**config.mk**
```make
export PLATFORM = sky130hd
export DESIGN_NAME = time_set_ctrl
export DESIGN_NICKNAME = d
export VERILOG_FILES = /design/src/rtl/time_set_ctrl.sv
export SDC_FILE = /design/constraint.sdc
export NUM_CORES = 1
export LEC_CHECK = 0
export CAP_MARGIN = 10
export CORE_MARGIN = 2
export CORE_UTILIZATION = 34
export DETAILED_ROUTE_END_ITERATION = 8
export HOLD_SLACK_MARGIN = 0.15
export MAX_ROUTING_LAYER = met4
export PLACE_DENSITY = 0.55
export SLEW_MARGIN = 15
export SYNTH_ARGS = -nofsm -noshare
export SYNTH_HDL_FRONTEND = slang
export SYNTH_SLANG_ARGS = --single-unit
```
**constraint.sdc**
```tcl
create_clock -name clk -period 4.5 [get_ports clk]
set_input_delay 0.9 -clock clk [delete_from_list [all_inputs] [get_ports clk]]
set_output_delay 0.9 -clock clk [all_outputs]
set_load 0.01 [all_outputs]
```
**src/rtl/time_set_ctrl.sv**
```systemverilog
// ---------------------------------------------------------------------------
// time_set_ctrl : BCD h/m/s timekeeper with RUN / SET_HOUR / SET_MIN setting FSM
// Rev 1.0
// ---------------------------------------------------------------------------
`default_nettype none

module time_set_ctrl (
  input  logic       clk,
  input  logic       cr,
  input  logic       tick_1hz,
  input  logic       key_mode,
  input  logic       key_inc,
  input  logic       key_fmt,
  output logic [7:0] Hour24,
  output logic [7:0] Minute,
  output logic [7:0] Second,
  output logic [1:0] set_state,
  output logic       blink,
  output logic       fmt12,
  output logic       pm,
  output logic       hour_pulse
);

  typedef enum logic [1:0] {
    RUN      = 2'b00,
    SET_HOUR = 2'b01,
    SET_MIN  = 2'b10
  } state_t;

  state_t     state_q, state_d;
  logic [7:0] hour_q, hour_d;
  logic [7:0] min_q, min_d;
  logic [7:0] sec_q, sec_d;
  logic       blink_q, blink_d;
  logic       fmt12_q, fmt12_d;
  logic       hour_pulse_q, hour_pulse_d;

  // {carry, next} for a 00..59 BCD field; any illegal code restarts at 00
  function automatic logic [8:0] bcd_inc60(input logic [7:0] v);
    logic [8:0] r;
    if (v[3:0] > 4'd9 || v[7:4] > 4'd5) r = 9'h000;
    else if (v == 8'h59)                 r = 9'h100;
    else if (v[3:0] == 4'd9)             r = {1'b0, v[7:4] + 4'd1, 4'd0};
    else                                 r = {1'b0, v[7:4], v[3:0] + 4'd1};
    return r;
  endfunction

  function automatic logic [7:0] bcd_inc24(input logic [7:0] v);
    logic [7:0] r;
    if (v[3:0] > 4'd9 || v[7:4] > 4'd2 || (v[7:4] == 4'd2 && v[3:0] > 4'd3))
      r = 8'h00;
    else if (v == 8'h23)     r = 8'h00;
    else if (v[3:0] == 4'd9) r = {v[7:4] + 4'd1, 4'd0};
    else                     r = {v[7:4], v[3:0] + 4'd1};
    return r;
  endfunction

  logic [8:0] sec_inc, min_inc;
  assign sec_inc = bcd_inc60(sec_q);
  assign min_inc = bcd_inc60(min_q);

  always_ff @(posedge clk) begin
    if (cr) begin
      state_q      <= RUN;
      hour_q       <= 8'h00;
      min_q        <= 8'h00;
      sec_q        <= 8'h00;
      blink_q      <= 1'b0;
      fmt12_q      <= 1'b0;
      hour_pulse_q <= 1'b0;
    end else begin
      state_q      <= state_d;
      hour_q       <= hour_d;
      min_q        <= min_d;
      sec_q        <= sec_d;
      blink_q      <= blink_d;
      fmt12_q      <= fmt12_d;
      hour_pulse_q <= hour_pulse_d;
    end
  end

  always_comb begin
    state_d      = state_q;
    hour_d       = hour_q;
    min_d        = min_q;
    sec_d        = sec_q;
    blink_d      = blink_q;
    fmt12_d      = fmt12_q ^ key_fmt;
    hour_pulse_d = 1'b0;

    case (state_q)
      RUN: begin
        blink_d = 1'b0;
        // Whole carry chain resolves in one edge
        if (tick_1hz) begin
          sec_d = sec_inc[7:0];
          if (sec_inc[8]) begin
            min_d = min_inc[7:0];
            if (min_inc[8]) begin
              hour_d       = bcd_inc24(hour_q);
              hour_pulse_d = 1'b1;
            end
          end
        end
        if (key_mode) state_d = SET_HOUR;
      end
      SET_HOUR: begin
        if (tick_1hz) blink_d = ~blink_q;
        if (key_mode)     state_d = SET_MIN;
        else if (key_inc) hour_d  = bcd_inc24(hour_q);
      end
      SET_MIN: begin
        if (key_mode) begin
          state_d = RUN;
          sec_d   = 8'h00;
          blink_d = 1'b0;
        end else begin
          if (tick_1hz) blink_d = ~blink_q;
          if (key_inc)  min_d   = min_inc[7:0];
        end
      end
      default: begin
        state_d = RUN;
        blink_d = 1'b0;
      end
    endcase
  end

  assign Hour24     = hour_q;
  assign Minute     = min_q;
  assign Second     = sec_q;
  assign set_state  = state_q;
  assign blink      = blink_q;
  assign fmt12      = fmt12_q;
  assign hour_pulse = hour_pulse_q;
  assign pm         = (hour_q[7:4] > 4'd1) || (hour_q[7:4] == 4'd1 && hour_q[3:0] >= 4'd2);

endmodule

`default_nettype wire

```
==> run_results.csv, run 1 <==
group,metric,value,unit
power,p_int,0.453,mW
synth,synth_warnings,0,
global_routing,grt_antenna_before_repair,0,
die,die-area,5660,um^2
synth,netlist_top_cells_area,"sky130_fd_sc_hd__dfxtp_1, sky130_fd_sc_hd__ha_1, sky130_fd_sc_hd__a21oi_1",
timing,skew,0.00476,ns
setup_path,critPathTopFamily,"buffers and inverters",
min_path,timing.hold.worst.start,"blink$_SDFF_PP0_",
drt,wire_per_inst,12.3,um
power,irDropWorstVdd,0.111,mV
flow_run,max-cap-violations,0,
setup_path,path_class,"register to output port",
placement,numPortBuffers,35,
setup_path,timing.reg2reg.worst_path_depth,7,
timing,fin_ws,1.76,ns
timing,unrepaired_setup_endpoints_after_global_routing,"false",
drt,antenna_left,0,
timing,setup_viol,0,
final_layout,layout.nets,266,
power,p_leak,0.775,nW
final_layout,antennaDiodeCount,0,
die,chip_width,75.2,um
clocking,worst_setup_hold_path_clk_slew,0.06,ns
clocking,cts.sink_count,29,
synth,synth-async-reset-ratio,0,%
timing,maxSlewHeadroom,32.7,%
placement,placement.cell_area,2130,um^2
final_layout,postLayoutCoreUtil,46.3,%
synth,synth_nets,230,
synth,yosys.area.top_type_share,33.7,%
timing,max_slew.worst_pin.slew,1.01,ns
die,core,4820,um^2
setup_path,cp_cell_sequence,"inv_1 > ha_1 > mux2_2 > nand2_1 > clkdlybuf4s50_1",
power,sw_frac_of_total,26.5,%
clocking,post_cts_buffers,0,
synth,cell_taking_the_most_area_after_synthesis,"sky130_fd_sc_hd__dfxtp_1",
drt,wl_met2,1670,um
power,power-per-cell-area,276,nW/um^2
global_routing,grt_use_total,15.3,%
setup_path,critical_path_arrival,1.84,ns
timing,finalHoldViolations,0,
power,seqPwrFrac,45.9,%
drt,met1Wirelength,1960,um
synth,synthCells,211,
drt,drt_wl_total,3860,um
global_routing,pin_count_of_the_biggest_net_entering_global_routing,29,
drt,top_signal_layer_used,"met4",
timing,final.period_utilization,61.0,%
global_routing,overflow,0,
synth,synth.most_common_cell,"sky130_fd_sc_hd__dfxtp_1",
final_layout,areaGrowthSynthToFinish,29.3,%
timing,timing.fmax,364,MHz
setup_path,cp_max_fo,6,
setup_path,critPathLaunchType,"register",
clocking,cts-buffers-inserted,5,
clocking,cts-root-to-sink-buffers,2,
die,num_rows,25,
synth,synthesis.area_per_instance,8.17,um^2
placement,place_worst_setup_slack,1.57,ns
clocking,cts_tree,"yes",
global_routing,grt_pass1_vias,1425,
drt,dr.first_iter.drc_count,57,
power,pwr-share-comb,15.6,%
min_path,timing.hold.worst_path_depth,1,
final_layout,stdcell_area,2230,um^2
die,floorplan.die.height,75.2,um
setup_path,path_buf_inv,2,
synth,ys_types,47,
clocking,clkLatencyLatePin,0.28,ns
timing,tns,0,ns
die,io_pins,36,
clocking,cts_resized,0,
min_path,min-delay-path-class,"register to register",
setup_path,reg2reg_to,"Second[7]$_SDFFE_PP0P_",
placement,place_congestion,0.791,
placement,dpl.hpwl,2790,um
timing,timing.final.crit_period,2.74,ns
drt,detail_route.drc_violations,0,
setup_path,endpoint_kind,"output port",
clocking,cts.root.buffer_cell,"sky130_fd_sc_hd__clkbuf_8",
power,p_sw,0.163,mW
final_layout,layout-drive-gt1-share,5.65,%
synth,synth.ff_latch_count,29,
synth,synth_seq_area_share,33.7,%
drt,dr_total_vias,1578,
drt,detail_route.first_pass.iterations,4,
synth,syn_area,1720,um^2
drt,vias_per_std_cell,5.01,
setup_path,critPathSlowestCell,"sky130_fd_sc_hd__clkdlybuf4s50_1",
setup_path,worstPathRequired,3.60,ns
drt,met3RoutedLength,155,um
synth,synth_edf_count,0,
min_path,hold-path-endpoint,"blink$_SDFF_PP0_",
setup_path,timing.reg2reg.setup_slack,2.31,ns
die,effective_utilization_at_floorplan,35.8,%
power,clockPowerShare,38.5,%
clocking,number_of_hold_buffers_added_after_cts,0,
setup_path,crit_path_max_incr_delay,0.52,ns
synth,post_synth_most_frequent_cells,"sky130_fd_sc_hd__dfxtp_1, sky130_fd_sc_hd__nor2_1, sky130_fd_sc_hd__a21oi_1",
global_routing,grt_first_pass_wirelength,6470,um
synth,main_flop_type_after_synthesis,"sky130_fd_sc_hd__dfxtp_1",
clocking,cts-htree-levels,2,
setup_path,rr_startpoint,"set_state[0]$_SDFFE_PP0P_",
outcome,status,"finished, final reports clean",
timing,final-max-slew-violation-count,0,
## cell families after synthesis
logic type	synth area share, %
AND/OR/NAND/NOR	30.5
AO/OA/AOI/OAI	19.1
flip-flops	33.7
buffers and inverters	4.57
adder cells (fa/ha/maj)	9.43
XOR/XNOR	1.52
multiplexers	1.23
## metal layers
metal | track usage, % | vias to the layer above
li1 | - | 833
met1 | 19.8 | 710
met2 | 22.5 | 28
met3 | 4.15 | 7
met4 | 6.43 | 0
met5 | - | -
## placed cells by master, fill, tap and decap left out, types with 2 or more instances in the layout
cell type and count:
sky130_fd_sc_hd__a211oi_1 2, sky130_fd_sc_hd__a21oi_1 17, sky130_fd_sc_hd__a31oi_1 5, sky130_fd_sc_hd__a41oi_1 2, sky130_fd_sc_hd__and3_1 2, sky130_fd_sc_hd__and4b_1 2
sky130_fd_sc_hd__clkbuf_8 7, sky130_fd_sc_hd__clkdlybuf4s50_1 35, sky130_fd_sc_hd__dfxtp_1 29, sky130_fd_sc_hd__ha_1 13, sky130_fd_sc_hd__inv_1 13, sky130_fd_sc_hd__nand2_1 13
sky130_fd_sc_hd__nand2b_1 7, sky130_fd_sc_hd__nand3_1 6, sky130_fd_sc_hd__nand3b_1 3, sky130_fd_sc_hd__nand4_1 4, sky130_fd_sc_hd__nor2_1 20, sky130_fd_sc_hd__nor2b_1 4
sky130_fd_sc_hd__nor3_1 11, sky130_fd_sc_hd__nor3b_1 3, sky130_fd_sc_hd__nor4_1 3, sky130_fd_sc_hd__o21a_1 2, sky130_fd_sc_hd__o21ai_0 7, sky130_fd_sc_hd__o21bai_1 4
sky130_fd_sc_hd__o31ai_1 2, sky130_fd_sc_hd__o32ai_1 2, sky130_fd_sc_hd__or2_2 2, sky130_fd_sc_hd__or3_1 6, sky130_fd_sc_hd__or4_1 2, sky130_fd_sc_hd__xnor2_1 2
## through the flow
| stage | std cells | hold WS [ns] | power [mW] |
|---|---|---|---|
| after floorplan | 211 | 0.475 | 0.349 |
| after global placement | 307 | 0.447 | 0.386 |
| after detailed placement | 307 | 0.449 | 0.385 |
| after CTS | 315 | 0.457 | 0.628 |
| after global routing | 315 | 0.490 | 0.654 |
| final | 315 | 0.460 | 0.616 |
## worst register-to-register path, cell delays in order (launching register included)
cell and delay, ns:
sky130_fd_sc_hd__dfxtp_1 0.38, sky130_fd_sc_hd__inv_1 0.08, sky130_fd_sc_hd__ha_1 0.30, sky130_fd_sc_hd__nor2b_1 0.19, sky130_fd_sc_hd__or3_1 0.39, sky130_fd_sc_hd__a31oi_1 0.38, sky130_fd_sc_hd__a41oi_1 0.17, sky130_fd_sc_hd__a211oi_1 0.21
## sequential cells by signal, indices dropped and copies added (netlist names)
signal and flops:
blink 1, Minute 8, Hour24 8, Second 8, hour_pulse 1, set_state 2, fmt12 1
## power by group through the flow
stage               Clock [mW]  Combinational, mW  Sequential (mW)
detailed placement           0             0.0965            0.289
global route             0.260              0.108            0.285
CTS                      0.248             0.0971            0.283
global placement             0             0.0975            0.289
floorplan                    0             0.0598            0.289
finish                   0.237             0.0959            0.283
## cell type report
class	count	area [um^2]
Tap cell	67	83.8
Sequential cell	29	581
Fill cell	506	2590
Multi-Input combinational cell	163	1060
Clock inverter	1	5.00
Clock buffer	7	96.3
Timing Repair Buffer	35	350
Inverter	13	48.8
## how the worst max path moves through the flow
stage | end | depth (start not counted) | slack [ns] | startpoint
floorplan | Minute[2]$_SDFFE_PP0P_ | 6 | 2.22 | key_mode
global placement | Minute[2]$_SDFFE_PP0P_ | 6 | 1.64 | key_mode
finish | pm | 5 | 1.76 | Hour24[4]$_SDFFE_PP0P_
detailed placement | Minute[2]$_SDFFE_PP0P_ | 6 | 1.57 | key_mode
global route | pm | 5 | 1.64 | Hour24[4]$_SDFFE_PP0P_
CTS | pm | 5 | 1.73 | Hour24[4]$_SDFFE_PP0P_
No activity file was read; power rests on OpenSTA's default activity.
==> run 2, diff against run 1 <==
- clock period: 4.5 -> 2.9 ns (I/O delays scaled with it)
==> run_results.csv, run 2 (synthesized netlist as in run 1, its figures left out) <==
group,metric,value,unit
outcome,status,"finished, final reports clean",
drt,wire_per_inst,12.5,um
timing,maxSlewHeadroom,67.3,%
drt,detail_route.first_pass.iterations,4,
setup_path,critPathSlowestCell,"sky130_fd_sc_hd__clkdlybuf4s50_1",
die,die-area,5660,um^2
timing,final-max-slew-violation-count,0,
final_layout,multiInputGateArea,1060,um^2
drt,met3RoutedLength,130,um
die,chip_width,75.2,um
final_layout,mostFrequentLayoutCell,"sky130_fd_sc_hd__clkdlybuf4s50_1",
setup_path,endpoint_kind,"output port",
final_layout,stdcell_area,2240,um^2
drt,top_signal_layer_used,"met4",
global_routing,overflow,0,
drt,vias_per_std_cell,5.08,
setup_path,cp_cell_sequence,"inv_1 > ha_1 > mux2_2 > nand2_1 > clkdlybuf4s50_1",
clocking,cts.sink_count,29,
placement,dpl.hpwl,2870,um
die,effective_utilization_at_floorplan,35.8,%
power,fin_total_pwr,0.959,mW
die,floorplan.die.height,75.2,um
drt,drt_wl_total,3950,um
min_path,min-delay-path-class,"register to register",
timing,final.period_utilization,83.7,%
setup_path,rr_startpoint,"set_state[0]$_SDFFE_PP0P_",
global_routing,pin_count_of_the_biggest_net_entering_global_routing,29,
placement,numPortBuffers,35,
clocking,clkLatencyLatePin,0.28,ns
setup_path,path_buf_inv,2,
clocking,cts-htree-levels,2,
placement,place_congestion,0.773,
die,core,4820,um^2
setup_path,critPathTopFamily,"buffers and inverters",
min_path,timing.hold.worst.start,"blink$_SDFF_PP0_",
setup_path,cp_max_fo,6,
final_layout,areaGrowthSynthToFinish,30.2,%
clocking,cts_tree,"yes",
timing,setup_viol,0,
timing,tns,0,ns
die,num_rows,25,
setup_path,timing.reg2reg.worst_path_depth,7,
setup_path,cell_count_along_the_critical_path,5,
clocking,cts.root.buffer_cell,"sky130_fd_sc_hd__clkbuf_8",
drt,detail_route.drc_violations,0,
final_layout,nFillCells,514,
final_layout,seq_area,581,um^2
placement,placement.cell_area,2140,um^2
clocking,cts_resized,0,
global_routing,grt_use_total,16.2,%
final_layout,layout-drive-gt1-share,6.40,%
timing,timing.fmax,412,MHz
timing,worst_hold_slack,0.453,ns
clocking,worst_setup_hold_path_clk_slew,0.06,ns
drt,dr_total_vias,1611,
drt,met1Wirelength,1920,um
timing,finalHoldViolations,0,
final_layout,postLayoutCoreUtil,46.6,%
clocking,number_of_hold_buffers_added_after_cts,0,
final_layout,final_cell_mix,"sky130_fd_sc_hd__clkdlybuf4s50_1, sky130_fd_sc_hd__dfxtp_1, sky130_fd_sc_hd__nor2_1",
die,io_pins,36,
clocking,cts-root-to-sink-buffers,2,
clocking,cts-buffers-inserted,5,
timing,timing.final.crit_period,2.43,ns
global_routing,grt_pass1_vias,1530,
power,power-per-cell-area,427,nW/um^2
drt,wl_met2,1820,um
min_path,timing.hold.worst_path_depth,1,
global_routing,grt_antenna_before_repair,0,
setup_path,worstPathRequired,2.32,ns
timing,unrepaired_setup_endpoints_after_global_routing,"false",
setup_path,critPathLaunchType,"register",
global_routing,grt_first_pass_wirelength,6850,um
setup_path,path_class,"register to output port",
power,irDropWorstVdd,0.235,mV
setup_path,worstSetupStartpoint,"Hour24[5]$_SDFFE_PP0P_",
timing,skew,0.00297,ns
final_layout,antennaDiodeCount,0,
final_layout,layout.nets,268,
power,p_leak,0.785,nW
flow_run,max-cap-violations,0,
setup_path,crit_path_max_incr_delay,0.52,ns
drt,antenna_left,0,
drt,dr.first_iter.drc_count,64,
setup_path,critical_path_arrival,1.85,ns
timing,max_slew.worst_pin.slew,0.487,ns
clocking,post_cts_buffers,0,
-- run 2: final cells by class --
class | instances | area share (%)
multi-input cells | 163 | 47.4
inverters | 13 | 2.17
repair buffers | 37 | 16.3
flip-flops and latches | 29 | 25.9
well taps | 67 | 3.73
clock buffers | 7 | 4.29
clock inverters | 1 | 0.223
-- run 2: worst reg2reg max path: cells and delay by family, from the launching register on --
family,cells,cell delay (ns)
adder cells (fa/ha/maj),1,0.29
AO/OA/AOI/OAI,3,0.77
buffers and inverters,1,0.08
AND/OR/NAND/NOR,2,0.57
flip-flops,1,0.39
-- run 2: routing by layer --
metal	vias to the layer above	GRT usage, %
met1	729	20.5
met4	0	7.60
met2	28	24.9
met3	8	3.21
li1	846	-
met5	-	-
-- run 2: through the flow --
stage	std cells	setup slack [ns]
2_1_floorplan	211	0.924
3_3_place_gp	309	0.386
3_5_place_dp	309	0.323
4_1_cts	317	0.456
5_1_grt	317	0.329
6_report	317	0.472
-- run 2: report_power, final --
group | total (mW) | switching [mW] | internal [mW]
combinational | 0.152 | 0.0759 | 0.0762
clock | 0.369 | 0.154 | 0.214
sequential | 0.438 | 0.0239 | 0.414
-- run 2: final timing paths --
kind	to	slack (ns)
max	pm	0.47
min	blink$_SDFF_PP0_	0.45
max reg2reg	Second[7]$_SDFFE_PP0P_	0.71
min reg2reg	blink$_SDFF_PP0_	0.45
